$ cat config.mk
export PLATFORM = sky130hd
export DESIGN_NAME = shadow_cfg_seq
export DESIGN_NICKNAME = d
export VERILOG_FILES = /design/src/rtl/shadow_seq_pkg.sv /design/src/rtl/shadow_seq_timer.sv /design/src/rtl/shadow_cfg_seq.sv
export SDC_FILE = /design/constraint.sdc
export NUM_CORES = 1
export LEC_CHECK = 0
export BUFFER_PORTS_ARGS = -buffer_cell sky130_fd_sc_hd__buf_2
export CORE_AREA = 2 2 157 159
export CTS_CLUSTER_DIAMETER = 100
export DETAILED_ROUTE_END_ITERATION = 7
export DIE_AREA = 0 0 159 161
export PLACE_DENSITY = 0.56
export SLEW_MARGIN = 20
export SYNTH_ARGS = -nofsm -noshare
export SYNTH_HDL_FRONTEND = slang
export SYNTH_SLANG_ARGS = --single-unit
$ cat constraint.sdc
create_clock -name cfg_clk -period 6.8 [get_ports cfg_clk]
set_input_delay 1.7 -clock cfg_clk [delete_from_list [all_inputs] [get_ports cfg_clk]]
set_output_delay 1.7 -clock cfg_clk [all_outputs]
set_load 0.01 [all_outputs]
$ cat src/rtl/shadow_seq_pkg.sv
// Shared types and default parameters for the shadow configuration sequencer.
package shadow_seq_pkg;

    localparam int unsigned DEF_REG_WIDTH      = 32;
    localparam int unsigned DEF_NUM_REGS       = 4;
    localparam int unsigned DEF_TIMEOUT_CYCLES = 256;
    localparam int unsigned DEF_RETRY_MAX      = 2;

    typedef enum logic [2:0] {
        ST_IDLE,
        ST_WRITE,
        ST_APPLY,
        ST_WAIT,
        ST_VERIFY,
        ST_ROLLBACK,
        ST_FINISH
    } state_t;

    typedef enum logic [1:0] {
        ERR_NONE    = 2'd0,
        ERR_TIMEOUT = 2'd1,
        ERR_VERIFY  = 2'd2,
        ERR_EMPTY   = 2'd3
    } err_code_t;

endpackage

$ cat src/rtl/shadow_seq_timer.sv
// Saturating cycle counter with synchronous clear and an expiry flag at TIMEOUT_CYCLES-1.
module shadow_seq_timer #(
    parameter int unsigned TIMEOUT_CYCLES = 256
) (
    input  logic cfg_clk,
    input  logic rst_n,
    input  logic i_clr,
    input  logic i_en,
    output logic o_expired_c
);

    localparam int unsigned CNT_W = $clog2(TIMEOUT_CYCLES + 1);

    logic [CNT_W-1:0] r_cnt;

    // Holds at TIMEOUT_CYCLES instead of wrapping
    always_ff @(posedge cfg_clk or negedge rst_n) begin
        if (!rst_n) begin
            r_cnt <= '0;
        end else if (i_clr) begin
            r_cnt <= '0;
        end else if (i_en && (r_cnt != CNT_W'(TIMEOUT_CYCLES))) begin
            r_cnt <= r_cnt + CNT_W'(1);
        end
    end

    assign o_expired_c = (r_cnt >= CNT_W'(TIMEOUT_CYCLES - 1));

endmodule

$ cat src/rtl/shadow_cfg_seq.sv
// Host-to-shadow register update sequencer: write, apply, wait, optional verify/retry, rollback.
// Define SHADOW_SEQ_VERIFY_EN to build the readback VERIFY state and retry logic.
module shadow_cfg_seq
    import shadow_seq_pkg::*;
#(
    parameter int unsigned REG_WIDTH      = DEF_REG_WIDTH,
    parameter int unsigned NUM_REGS       = DEF_NUM_REGS,
    parameter int unsigned TIMEOUT_CYCLES = DEF_TIMEOUT_CYCLES,
    parameter int unsigned RETRY_MAX      = DEF_RETRY_MAX
) (
    input  logic                          cfg_clk,
    input  logic                          rst_n,
    input  logic                          req_valid,
    output logic                          req_ready,
    input  logic [NUM_REGS-1:0]           req_mask,
    input  logic [NUM_REGS*REG_WIDTH-1:0] req_data,
    output logic [NUM_REGS-1:0]           wr_en,
    output logic [NUM_REGS*REG_WIDTH-1:0] wr_data,
    output logic                          shadow_apply,
    output logic                          shadow_rollback,
    input  logic                          shadow_valid,
    input  logic                          shadow_busy,
    input  logic [NUM_REGS*REG_WIDTH-1:0] rd_data,
    output logic                          done,
    output logic                          err,
    output logic [1:0]                    err_code
);

    localparam int unsigned DATA_W = NUM_REGS * REG_WIDTH;

    state_t                r_state, w_state_nxt;
    logic [NUM_REGS-1:0]   r_mask, w_mask_nxt;
    logic [DATA_W-1:0]     r_data, w_data_nxt;
    logic                  r_busy_seen, w_busy_seen_nxt;
    err_code_t             r_err_code, w_err_code_nxt;
    logic                  w_apply_nxt;
    logic                  w_timer_clr;
    logic                  w_timer_en;
    logic                  w_expired_c;

    logic                  r_req_ready;
    logic [NUM_REGS-1:0]   r_wr_en;
    logic [DATA_W-1:0]     r_wr_data;
    logic                  r_apply;
    logic                  r_rollback;
    logic                  r_done;
    logic                  r_err;

`ifdef SHADOW_SEQ_VERIFY_EN
    localparam int unsigned RETRY_W = (RETRY_MAX > 0) ? $clog2(RETRY_MAX + 1) : 1;

    logic [RETRY_W-1:0] r_retry_cnt, w_retry_nxt;
    logic [DATA_W-1:0]  w_bit_mask;
    logic               w_verify_ok;

    // Only masked registers take part in the readback compare
    always_comb begin
        w_bit_mask = '0;
        for (int i = 0; i < int'(NUM_REGS); i++) begin
            w_bit_mask[i*REG_WIDTH +: REG_WIDTH] = {REG_WIDTH{r_mask[i]}};
        end
    end

    assign w_verify_ok = (((rd_data ^ r_data) & w_bit_mask) == '0);
`else
    logic w_unused_rd;
    assign w_unused_rd = (^rd_data) ^ (RETRY_MAX != 0);
`endif

    shadow_seq_timer #(
        .TIMEOUT_CYCLES (TIMEOUT_CYCLES)
    ) u_timer (
        .cfg_clk     (cfg_clk),
        .rst_n       (rst_n),
        .i_clr       (w_timer_clr),
        .i_en        (w_timer_en),
        .o_expired_c (w_expired_c)
    );

    // Next-state and next-output decode
    always_comb begin
        w_state_nxt     = r_state;
        w_mask_nxt      = r_mask;
        w_data_nxt      = r_data;
        w_busy_seen_nxt = r_busy_seen;
        w_err_code_nxt  = r_err_code;
        w_apply_nxt     = 1'b0;
`ifdef SHADOW_SEQ_VERIFY_EN
        w_retry_nxt     = r_retry_cnt;
`endif

        case (r_state)
            ST_IDLE: begin
                if (req_valid) begin
                    w_mask_nxt     = req_mask;
                    w_data_nxt     = req_data;
                    w_err_code_nxt = ERR_NONE;
`ifdef SHADOW_SEQ_VERIFY_EN
                    w_retry_nxt    = '0;
`endif
                    if (req_mask == '0) begin
                        w_state_nxt    = ST_FINISH;
                        w_err_code_nxt = ERR_EMPTY;
                    end else begin
                        w_state_nxt    = ST_WRITE;
                    end
                end
            end
            ST_WRITE: begin
                w_state_nxt = ST_APPLY;
            end
            ST_APPLY: begin
                if (shadow_valid && !shadow_busy) begin
                    w_apply_nxt     = 1'b1;
                    w_busy_seen_nxt = 1'b0;
                    w_state_nxt     = ST_WAIT;
                end else if (w_expired_c) begin
                    w_state_nxt    = ST_FINISH;
                    w_err_code_nxt = ERR_TIMEOUT;
                end
            end
            ST_WAIT: begin
                if (shadow_busy) begin
                    w_busy_seen_nxt = 1'b1;
                end
                if (!shadow_busy && r_busy_seen) begin
`ifdef SHADOW_SEQ_VERIFY_EN
                    w_state_nxt    = ST_VERIFY;
`else
                    w_state_nxt    = ST_FINISH;
                    w_err_code_nxt = ERR_NONE;
`endif
                end else if (w_expired_c) begin
                    if (shadow_busy) begin
                        w_state_nxt    = ST_ROLLBACK;
                    end else begin
                        w_state_nxt    = ST_FINISH;
                        w_err_code_nxt = ERR_TIMEOUT;
                    end
                end
            end
`ifdef SHADOW_SEQ_VERIFY_EN
            ST_VERIFY: begin
                if (w_verify_ok) begin
                    w_state_nxt    = ST_FINISH;
                    w_err_code_nxt = ERR_NONE;
                end else if (r_retry_cnt < RETRY_W'(RETRY_MAX)) begin
                    w_retry_nxt    = r_retry_cnt + RETRY_W'(1);
                    w_state_nxt    = ST_WRITE;
                end else begin
                    w_state_nxt    = ST_FINISH;
                    w_err_code_nxt = ERR_VERIFY;
                end
            end
`endif
            ST_ROLLBACK: begin
                w_state_nxt    = ST_FINISH;
                w_err_code_nxt = ERR_TIMEOUT;
            end
            ST_FINISH: begin
                w_state_nxt = ST_IDLE;
            end
            default: begin
                w_state_nxt = ST_IDLE;
            end
        endcase

        w_timer_en  = (r_state == ST_APPLY) || (r_state == ST_WAIT);
        w_timer_clr = (w_state_nxt != r_state) &&
                      ((w_state_nxt == ST_APPLY) || (w_state_nxt == ST_WAIT));
    end

    // State and request latches
    always_ff @(posedge cfg_clk or negedge rst_n) begin
        if (!rst_n) begin
            r_state     <= ST_IDLE;
            r_mask      <= '0;
            r_data      <= '0;
            r_busy_seen <= 1'b0;
            r_err_code  <= ERR_NONE;
`ifdef SHADOW_SEQ_VERIFY_EN
            r_retry_cnt <= '0;
`endif
        end else begin
            r_state     <= w_state_nxt;
            r_mask      <= w_mask_nxt;
            r_data      <= w_data_nxt;
            r_busy_seen <= w_busy_seen_nxt;
            r_err_code  <= w_err_code_nxt;
`ifdef SHADOW_SEQ_VERIFY_EN
            r_retry_cnt <= w_retry_nxt;
`endif
        end
    end

    // Outputs are registered from the next state so they line up with the state they belong to
    always_ff @(posedge cfg_clk or negedge rst_n) begin
        if (!rst_n) begin
            r_req_ready <= 1'b1;
            r_wr_en     <= '0;
            r_wr_data   <= '0;
            r_apply     <= 1'b0;
            r_rollback  <= 1'b0;
            r_done      <= 1'b0;
            r_err       <= 1'b0;
        end else begin
            r_req_ready <= (w_state_nxt == ST_IDLE);
            r_wr_en     <= (w_state_nxt == ST_WRITE) ? w_mask_nxt : '0;
            r_wr_data   <= (w_state_nxt == ST_WRITE) ? w_data_nxt : '0;
            r_apply     <= w_apply_nxt;
            r_rollback  <= (w_state_nxt == ST_ROLLBACK);
            r_done      <= (w_state_nxt == ST_FINISH) && (w_err_code_nxt == ERR_NONE);
            r_err       <= (w_state_nxt == ST_FINISH) && (w_err_code_nxt != ERR_NONE);
        end
    end

    assign req_ready       = r_req_ready;
    assign wr_en           = r_wr_en;
    assign wr_data         = r_wr_data;
    assign shadow_apply    = r_apply;
    assign shadow_rollback = r_rollback;
    assign done            = r_done;
    assign err             = r_err;
    assign err_code        = r_err_code;

endmodule

==> flow_metrics.py, run 1 <==
metrics = {
    "status": {
        "status": "completed",
    },
    "clocking": {
        "clockBufferDepth": 2,
        "cts_root_buf": "clkbuf_16",
        "clock_latency_ns": 0.42,
        "clkSinkCount": 152,
        "clk_pin_slew_worst_paths_ns": 0.07,
        "cts_resized": 0,
        "post_cts_buffers": 0,
        "cts-buffers-inserted": 17,
        "cts_max_level": 4,
        "ctsHoldBuffers": 0,
        "tritoncts": "built",
    },
    "synthesis": {
        "seq_area_frac_synth_pct": 71.0,
        "yosysTopAreaCellShare_pct": 70.5,
        "synth-warning-count": 0,
        "synth_area_per_cell_um2": 13.0,
        "async_reset_ff_share_pct": 100,
        "synthFlopType": "dfrtp_1",
        "synth_edf_count": 0,
        "synth_nets": 680,
        "synth_area_leaders": "dfrtp_1 71%, and3_1 15%, clkbuf_1 2.2%, nor2_1 1.3%, a21oi_1 0.75%",
        "mappedNetlistArea_um2": 5360,
        "synth_cell_types": 38,
        "syn-instance-count": 412,
        "ys_ff_latch": 152,
        "post-synth-top-count-cell": "dfrtp_1",
        "synth_top_area_cell": "dfrtp_1",
        "yosys-top-cells-count": "151 x dfrtp_1, 129 x and3_1, 32 x clkbuf_1, 19 x nor2_1",
    },
    "global_route": {
        "grt_pass1_wl_mm": 26.5,
        "grt_max_degree": 70,
        "antenna_found_initial": 0,
        "first_global_vias": 4592,
        "globalRouteOverflowTotal": 0,
        "grt_util_all_layers_pct": 13.6,
    },
    "detailed_routing": {
        "vias": 4192,
        "met1_length_mm": 7.24,
        "first_pass_iters": 4,
        "dr_wl_met2_mm": 7.67,
        "drc": 0,
        "wl_per_cell_um": 16.8,
        "drtIter0Drc": 177,
        "drt_wl_total_mm": 17.0,
        "top_layer_used": "met4",
        "ant_nets": 0,
        "viasPerCell": 4.13,
        "wl_met3_mm": 1.94,
    },
    "setup_path": {
        "cp.arrival_ns": 3.69,
        "cp-end-kind": "register",
        "critPathKind": "input port to register",
        "startpoint_type": "input port",
        "crit_slowest_cell": "or4_4",
        "crit_path_cell_trace": "buf_2 > or4_4 > buf_4 > a211o_1 > and3_2",
        "crit_family": "simple AND/OR/NAND/NOR gates",
        "max_stage_delay_ns": 0.82,
        "crit_required_ns": 7.10,
        "cp_max_fo": 69,
        "crit_buf_inv": 2,
    },
    "sta": {
        "tns_ns": 0,
        "worst-slew-pin-transition_ns": 0.833,
        "finalClockSkew_ns": 0.00898,
        "hold_violations": 0,
        "report.final.slew_viol_count": 0,
        "max_clock_freq_mhz": 296,
        "min_period_ns": 3.38,
        "fin_ws_ns": 3.42,
        "setup_viol": 0,
        "holdWs_ns": 0.537,
        "max_slew_margin_pct": 44.5,
        "rsz0062_at_grt": "false",
        "fin_crit_sh_pct": 49.8,
    },
    "power": {
        "finalPower_mw": 2.84,
        "p_per_area_nw_per_um2": 368,
        "p_leak_nw": 4.66,
        "ir_drop_uv": 161,
    },
    "place": {
        "gp_congestion": 0.761,
        "io_buffers": 275,
        "post-place-ws_ns": 3.00,
        "hpwlAfterDp_mm": 12.4,
    },
    "cells_and_area": {
        "regArea_um2": 3800,
        "n_antenna_cell": 0,
        "multi_input_area_um2": 1420,
        "fillCellCount": 2473,
        "area_growth_pct": 43.7,
        "post_route_cells_drive_above_1_share_pct": 46.7,
        "nets": 946,
    },
    "floorplanning": {
        "fp.coreArea_um2": 24000,
        "dieArea_um2": 25600,
        "die_x_um": 159,
        "die_y_um": 161,
        "initial_core_util_pct": 22.4,
        "io_pins": 404,
        "num_rows": 57,
    },
    "hold_path": {
        "hp-class": "register to register",
    },
    "flow_run": {
        "maxCapViolations": 0,
    },
}
## cells in the final DEF (no fill, tap or decap), types with 2 or more instances in the layout
master,instances
buf_2,274
dfrtp_1,151
and3_1,129
nor2_1,19
clkbuf_16,17
nand2_1,8
a21oi_1,8
inv_8,6
nand2b_1,5
nor2b_1,5
and2_1,5
buf_4,5
inv_1,4
nor3_1,4
o21ai_0,4
xnor2_1,4
xor2_1,4
inv_6,4
nand3_1,3
ha_1,3
bufinv_16,3
nor4_1,2
a41oi_1,2
## power breakdown
| part | leakage, nW | total [mW] | internal (mW) | switching (mW) |
|---|---|---|---|---|
| sequential | 2.07 | 1.15 | 1.07 | 0.0823 |
| combinational | 2.28 | 0.665 | 0.275 | 0.390 |
| clock | 0.310 | 1.02 | 0.597 | 0.425 |
| total | 4.66 | 2.84 | 1.94 | 0.897 |
## final cells by class
cell class | count | share of cell area (%)
inverter | 4 | 0.195
tap | 324 | 5.27
multi-input combinational | 223 | 18.5
clock buffer | 17 | 5.53
sequential | 152 | 49.4
clock inverter | 15 | 2.67
timing repair buffer | 280 | 18.4
## sequential cells by signal, indices dropped and copies added, names as in the netlist
register	count
err_code	2
wr_data	128
err	1
r_busy_seen	1
req_ready	1
u_timer.r_cnt	9
wr_en	4
r_state	3
done	1
shadow_rollback	1
shadow_apply	1
## cell families after synthesis
group / after synthesis / share of synthesized area (%)
DFF: 152 / 71.0
AOI/OAI and AO/OA: 23 / 3.04
and+or+nand+nor: 189 / 21.3
xor gates and xnor gates: 8 / 1.31
adders and majority gates: 3 / 0.701
buffers and inverters: 37 / 2.62
## worst min-delay path, stage by stage (launching register included)
cell and delay (ns):
dfrtp_1 0.37, a21oi_1 0.05, nor2_1 0.08
## metal layers
metal	vias to the layer above	GRT usage [%]
met2	204	21.0
met4	0	3.64
li1	1944	-
met3	11	7.11
met5	-	0
met1	2033	16.8
## final timing paths
check / startpoint / endpoint / depth (start not counted) / slack (ns)
setup / recovery: req_mask[0] / shadow_rollback / 5 / 3.42
max in group asynchronous: rst_n / wr_data[7] / 2 / 4.51
setup reg to reg: u_timer.r_cnt[0] / u_timer.r_cnt[4] / 9 / 4.17
hold reg to reg: r_busy_seen / r_busy_seen / 2 / 0.54
hold / removal: r_busy_seen / r_busy_seen / 2 / 0.54
min in group asynchronous: rst_n / wr_data[84] / 1 / 1.14
## stage by stage
stage	cells	area [µm²]	util [%]
finish	1015	7700	32.1
global route	1015	7700	32.1
CTS	1015	7700	32.1
detailed placement	983	7070	29.5
global placement	983	7070	29.5
floorplan	412	5360	-
Power figures use the tool's default switching activity.
==> run 2, diff against run 1 <==
CORE_AREA = 2 2 158 160   (was 2 2 157 159)
DIE_AREA = 0 0 160 162   (was 0 0 159 161)
PLACE_DENSITY = 0.57   (was 0.56)
clock period = 2.7 ns   (was 6.8 ns; I/O delays follow)
==> flow_metrics.py, run 2 (same netlist as run 1, synthesis figures left out) <==
metrics = {
    "sta": {
        "min_period_ns": 2.47,
        "rsz0062_at_grt": "false",
        "finalClockSkew_ns": 0.0132,
        "tns_ns": 0,
        "worst-slew-pin-transition_ns": 0.555,
        "setup_viol": 0,
        "report.final.slew_viol_count": 0,
        "max_slew_margin_pct": 63.0,
        "fin_crit_sh_pct": 91.3,
        "max_clock_freq_mhz": 406,
        "hold_violations": 0,
    },
    "global_route": {
        "grt_max_degree": 134,
        "grt_pass1_wl_mm": 25.7,
        "first_global_vias": 4247,
        "antenna_found_initial": 2,
        "grt_util_all_layers_pct": 13.3,
        "globalRouteOverflowTotal": 0,
    },
    "place": {
        "io_buffers": 275,
        "hpwlAfterDp_mm": 12.1,
        "gp_congestion": 0.788,
    },
    "setup_path": {
        "endpoint": "u_timer.r_cnt[8]",
        "rr_startpoint": "u_timer.r_cnt[0]",
        "startpoint_type": "register",
        "cp_max_fo": 9,
        "cp-end-kind": "register",
        "cp-startpoint": "u_timer.r_cnt[0]",
        "r2r-end": "u_timer.r_cnt[8]",
        "cp.arrival_ns": 2.74,
        "ff2ff_path_depth": 10,
        "rrSetupSlack_ns": 0.23,
        "critPathKind": "register to register",
        "crit_required_ns": 2.97,
    },
    "floorplanning": {
        "die_x_um": 160,
        "fp.coreArea_um2": 24100,
        "die_y_um": 162,
        "initial_core_util_pct": 22.2,
        "num_rows": 57,
        "io_pins": 404,
        "dieArea_um2": 25900,
    },
    "clocking": {
        "clock_latency_ns": 0.42,
        "cts_root_buf": "clkbuf_16",
        "post_cts_buffers": 0,
        "cts_max_level": 4,
        "ctsHoldBuffers": 0,
        "tritoncts": "built",
        "clk_pin_slew_worst_paths_ns": 0.06,
        "clockBufferDepth": 2,
        "clkSinkCount": 152,
        "cts_resized": 0,
        "cts-buffers-inserted": 17,
    },
    "cells_and_area": {
        "largest_reg_flops": 128,
        "mostFrequentLayoutCell": "buf_2",
        "area_growth_pct": 44.2,
        "fillCellCount": 2506,
        "nets": 947,
        "layout_common_cells": "274 x buf_2, 151 x dfrtp_1, 129 x and3_1",
        "post_route_cells_drive_above_1_share_pct": 46.4,
    },
    "status": {
        "status": "completed",
    },
    "hold_path": {
        "hp-class": "input port to asynchronous set/reset pin",
    },
    "power": {
        "clkPwrFrac_pct": 35.0,
        "swShare_pct": 30.9,
        "p_per_area_nw_per_um2": 913,
        "ir_drop_uv": 329,
        "p_int_mw": 4.88,
        "finalPower_mw": 7.05,
        "power_switching_mw": 2.18,
        "p_leak_nw": 4.65,
        "pwr-share-comb_pct": 24.3,
        "p_seq_share_pct": 40.6,
    },
    "detailed_routing": {
        "viasPerCell": 4.05,
        "first_pass_iters": 4,
        "vias": 4129,
        "drtIter0Drc": 237,
        "drc": 0,
        "ant_nets": 0,
        "wl_per_cell_um": 16.5,
        "drt_wl_total_mm": 16.9,
    },
    "flow_run": {
        "maxCapViolations": 0,
    },
}
-- run 2: cell count changes in the layout (fill, tap and decap cells not counted), sizes merged --
cell | previous run | this run
inv | 14 | 8
clkinv | 1 | 2
buf | 280 | 281
clkbuf | 17 | 20
diode | 0 | 3
clkinvlp | 1 | 3
-- run 2: worst max-delay path, stage by stage, from the launching register on --
cell and delay, ns:
dfrtp_1 0.41, ha_1 0.24, nand2_1 0.10, nor2_1 0.06
ha_1 0.20, a311o_1 0.29, a21oi_1 0.20, or3b_4 0.44
nor4_4 0.13, buf_4 0.20, a211oi_1 0.05
-- run 2: metal layers --
metal | vias to the layer above | share of wire [%] | global-route usage [%] | wire length (µm)
met2 | 214 | 42 | 19.6 | 7160
li1 | 1954 | - | - | -
met3 | 7 | 12 | 6.77 | 1940
met5 | - | 0 | 0 | 0
met1 | 1954 | 45 | 17.1 | 7620
met4 | 0 | 0.79 | 3.69 | 133
-- run 2: how the worst min path moves through the flow --
stage | cells past startpoint | endpoint
4_1_cts | 1 | wr_data[97]
3_5_place_dp | 2 | r_busy_seen
3_3_place_gp | 2 | r_busy_seen
6_report | 1 | u_timer.r_cnt[3]
5_1_grt | 1 | wr_data[6]
2_1_floorplan | 0 | done
-- run 2: cell type report --
cell class / instances / area, µm² / area share [%]
inverters: 4 / 15.0 / 0.194
diodes: 3 / 7.51 / 0.0972
multi-input cells: 223 / 1420 / 18.4
well taps: 324 / 405 / 5.25
flip-flops and latches: 152 / 3800 / 49.3
clock inverters: 12 / 168 / 2.17
clock buffers: 20 / 437 / 5.65
repair buffers: 281 / 1470 / 19.0
-- run 2: power groups by stage --
stage                     clock network, mW  registers (mW)  logic, mW
after floorplan                           0            3.07      0.762
after global placement                    0            2.90       1.74
after detailed placement                  0            2.91       1.75
after CTS                              2.56            2.87       1.76
after global routing                   2.69            2.92       1.90
final                                  2.47            2.87       1.72
-- run 2: through the flow --
step                hold WS (ns)  instance area (µm²)  setup WS [ns]  cells  util [%]
finish                     0.238                 7720          0.234   1019      32.0
global route               0.262                 7720         0.0483   1016      32.0
CTS                        0.248                 7720          0.235   1016      32.0
detailed placement         0.520                 7110          0.255    984      29.5
global placement           0.510                 7110          0.256    984      29.5
floorplan                  0.379                 5360          0.441    412         -
==> run 3, diff against run 2 <==
CORE_AREA = 4 4 155 157   (was 2 2 158 160)
DIE_AREA = 0 0 159 161   (was 0 0 160 162)
PLACE_DENSITY = 0.58   (was 0.57)
clock period = 3.11 ns   (was 2.7 ns; I/O delays follow)
==> flow_metrics.py, run 3 (same netlist as run 1, synthesis figures left out) <==
metrics = {
    "status": {
        "status": "completed",
    },
    "detailed_routing": {
        "vias": 4146,
        "viasPerCell": 4.24,
        "wl_per_cell_um": 17.0,
        "drc": 0,
        "ant_nets": 0,
        "drt_wl_total_mm": 16.6,
        "drtIter0Drc": 225,
        "first_pass_iters": 4,
    },
    "clocking": {
        "ctsHoldBuffers": 0,
        "cts_max_level": 4,
        "cts_resized": 0,
        "post_cts_buffers": 0,
        "clk_pin_slew_worst_paths_ns": 0.07,
        "cts_root_buf": "clkbuf_16",
        "clockBufferDepth": 2,
        "clkSinkCount": 152,
        "clock_latency_ns": 0.41,
        "cts-buffers-inserted": 17,
        "tritoncts": "built",
    },
    "sta": {
        "worst-slew-pin-transition_ns": 0.661,
        "tns_ns": 0,
        "fin_ws_ns": 0.519,
        "min_period_ns": 2.59,
        "finalClockSkew_ns": 0.00826,
        "max_clock_freq_mhz": 386,
        "report.final.slew_viol_count": 0,
        "holdWs_ns": 0.270,
        "rsz0062_at_grt": "false",
        "hold_violations": 0,
        "max_slew_margin_pct": 55.9,
        "fin_crit_sh_pct": 83.3,
        "setup_viol": 0,
    },
    "cells_and_area": {
        "n_antenna_cell": 0,
        "mostFrequentLayoutCell": "buf_2",
        "post_route_cells_drive_above_1_share_pct": 46.7,
        "layout_common_cells": "274 x buf_2, 151 x dfrtp_1, 129 x and3_1",
        "area_growth_pct": 42.5,
        "largest_reg_flops": 128,
        "nets": 947,
    },
    "setup_path": {
        "cp.arrival_ns": 2.86,
        "startpoint_type": "register",
        "cp-end-kind": "register",
        "critPathKind": "register to register",
        "cp_max_fo": 9,
        "crit_required_ns": 3.38,
    },
    "power": {
        "ir_drop_uv": 406,
        "p_per_area_nw_per_um2": 785,
        "finalPower_mw": 6.00,
        "p_leak_nw": 4.64,
    },
    "place": {
        "gp_congestion": 0.772,
        "io_buffers": 275,
        "hpwlAfterDp_mm": 12.2,
        "post-place-ws_ns": 0.342,
    },
    "floorplanning": {
        "num_rows": 55,
        "io_pins": 404,
        "die_y_um": 161,
        "dieArea_um2": 25600,
        "initial_core_util_pct": 23.8,
        "fp.coreArea_um2": 22500,
        "die_x_um": 159,
    },
    "hold_path": {
        "hp-class": "input port to asynchronous set/reset pin",
    },
    "global_route": {
        "antenna_found_initial": 3,
        "grt_max_degree": 134,
        "globalRouteOverflowTotal": 0,
        "grt_util_all_layers_pct": 13.0,
        "grt_pass1_wl_mm": 25.9,
        "first_global_vias": 4528,
    },
    "flow_run": {
        "maxCapViolations": 0,
    },
}
==> run 3: cell types whose count changed in the layout (fill, tap and decap cells not counted), sizes merged <==
cell / before / now
bufinv: 3 / 1
diode: 3 / 0
clkinv: 2 / 1
inv: 8 / 13
clkbuf: 20 / 18
==> run 3: power breakdown <==
part | total [mW] | switching (mW) | internal (mW)
Sequential | 2.49 | 0.163 | 2.33
Clock | 2.05 | 0.909 | 1.14
Combinational | 1.45 | 0.841 | 0.609
==> run 3: final cells by class <==
class                      count  area, µm²
multi-input combinational    223       1420
inverter                       4       15.0
clock inverter                14        153
clock buffer                  18        429
sequential                   152       3800
tap                          285        357
fill                        2271      14900
timing repair buffer         281       1450
==> run 3: path summary, 6_finish.rpt <==
kind,from,slack (ns),cells after the start,to
max in group asynchronous,rst_n,2.14,2,wr_data[0]
worst min register to register,err_code[1],0.54,1,err_code[1]
worst max register to register,u_timer.r_cnt[0],0.52,9,u_timer.r_cnt[1]
worst min-delay path,rst_n,0.27,1,r_state[1]
worst max-delay path,u_timer.r_cnt[0],0.52,9,u_timer.r_cnt[1]
min in group cfg_clk,err_code[1],0.54,1,err_code[1]
==> run 3: routing by layer <==
layer  GRT usage (%)  vias up  wire, µm
met5               0        -        34
met4            3.63        4       187
met3            6.63       13      1830
met2            19.4      196      7160
met1            16.8     1987      7390
li1                -     1946         -
==> run 3: worst max-delay path, cell delays in order, from the launching register on <==
cell and delay [ns]:
dfrtp_1 0.42, ha_1 0.25, nand2_1 0.09, nor2_1 0.05, ha_1 0.19, a311o_1 0.28, a21oi_1 0.20, or3b_4 0.45
nor4_4 0.41, nor2_1 0.10
==> run 3: through the flow <==
stage	instance area, µm²	utilization [%]	std cells
floorplan	5360	-	412
global placement	7050	31.3	945
detailed placement	7050	31.3	945
CTS	7630	33.9	977
global route	7630	33.9	977
finish	7630	33.9	977
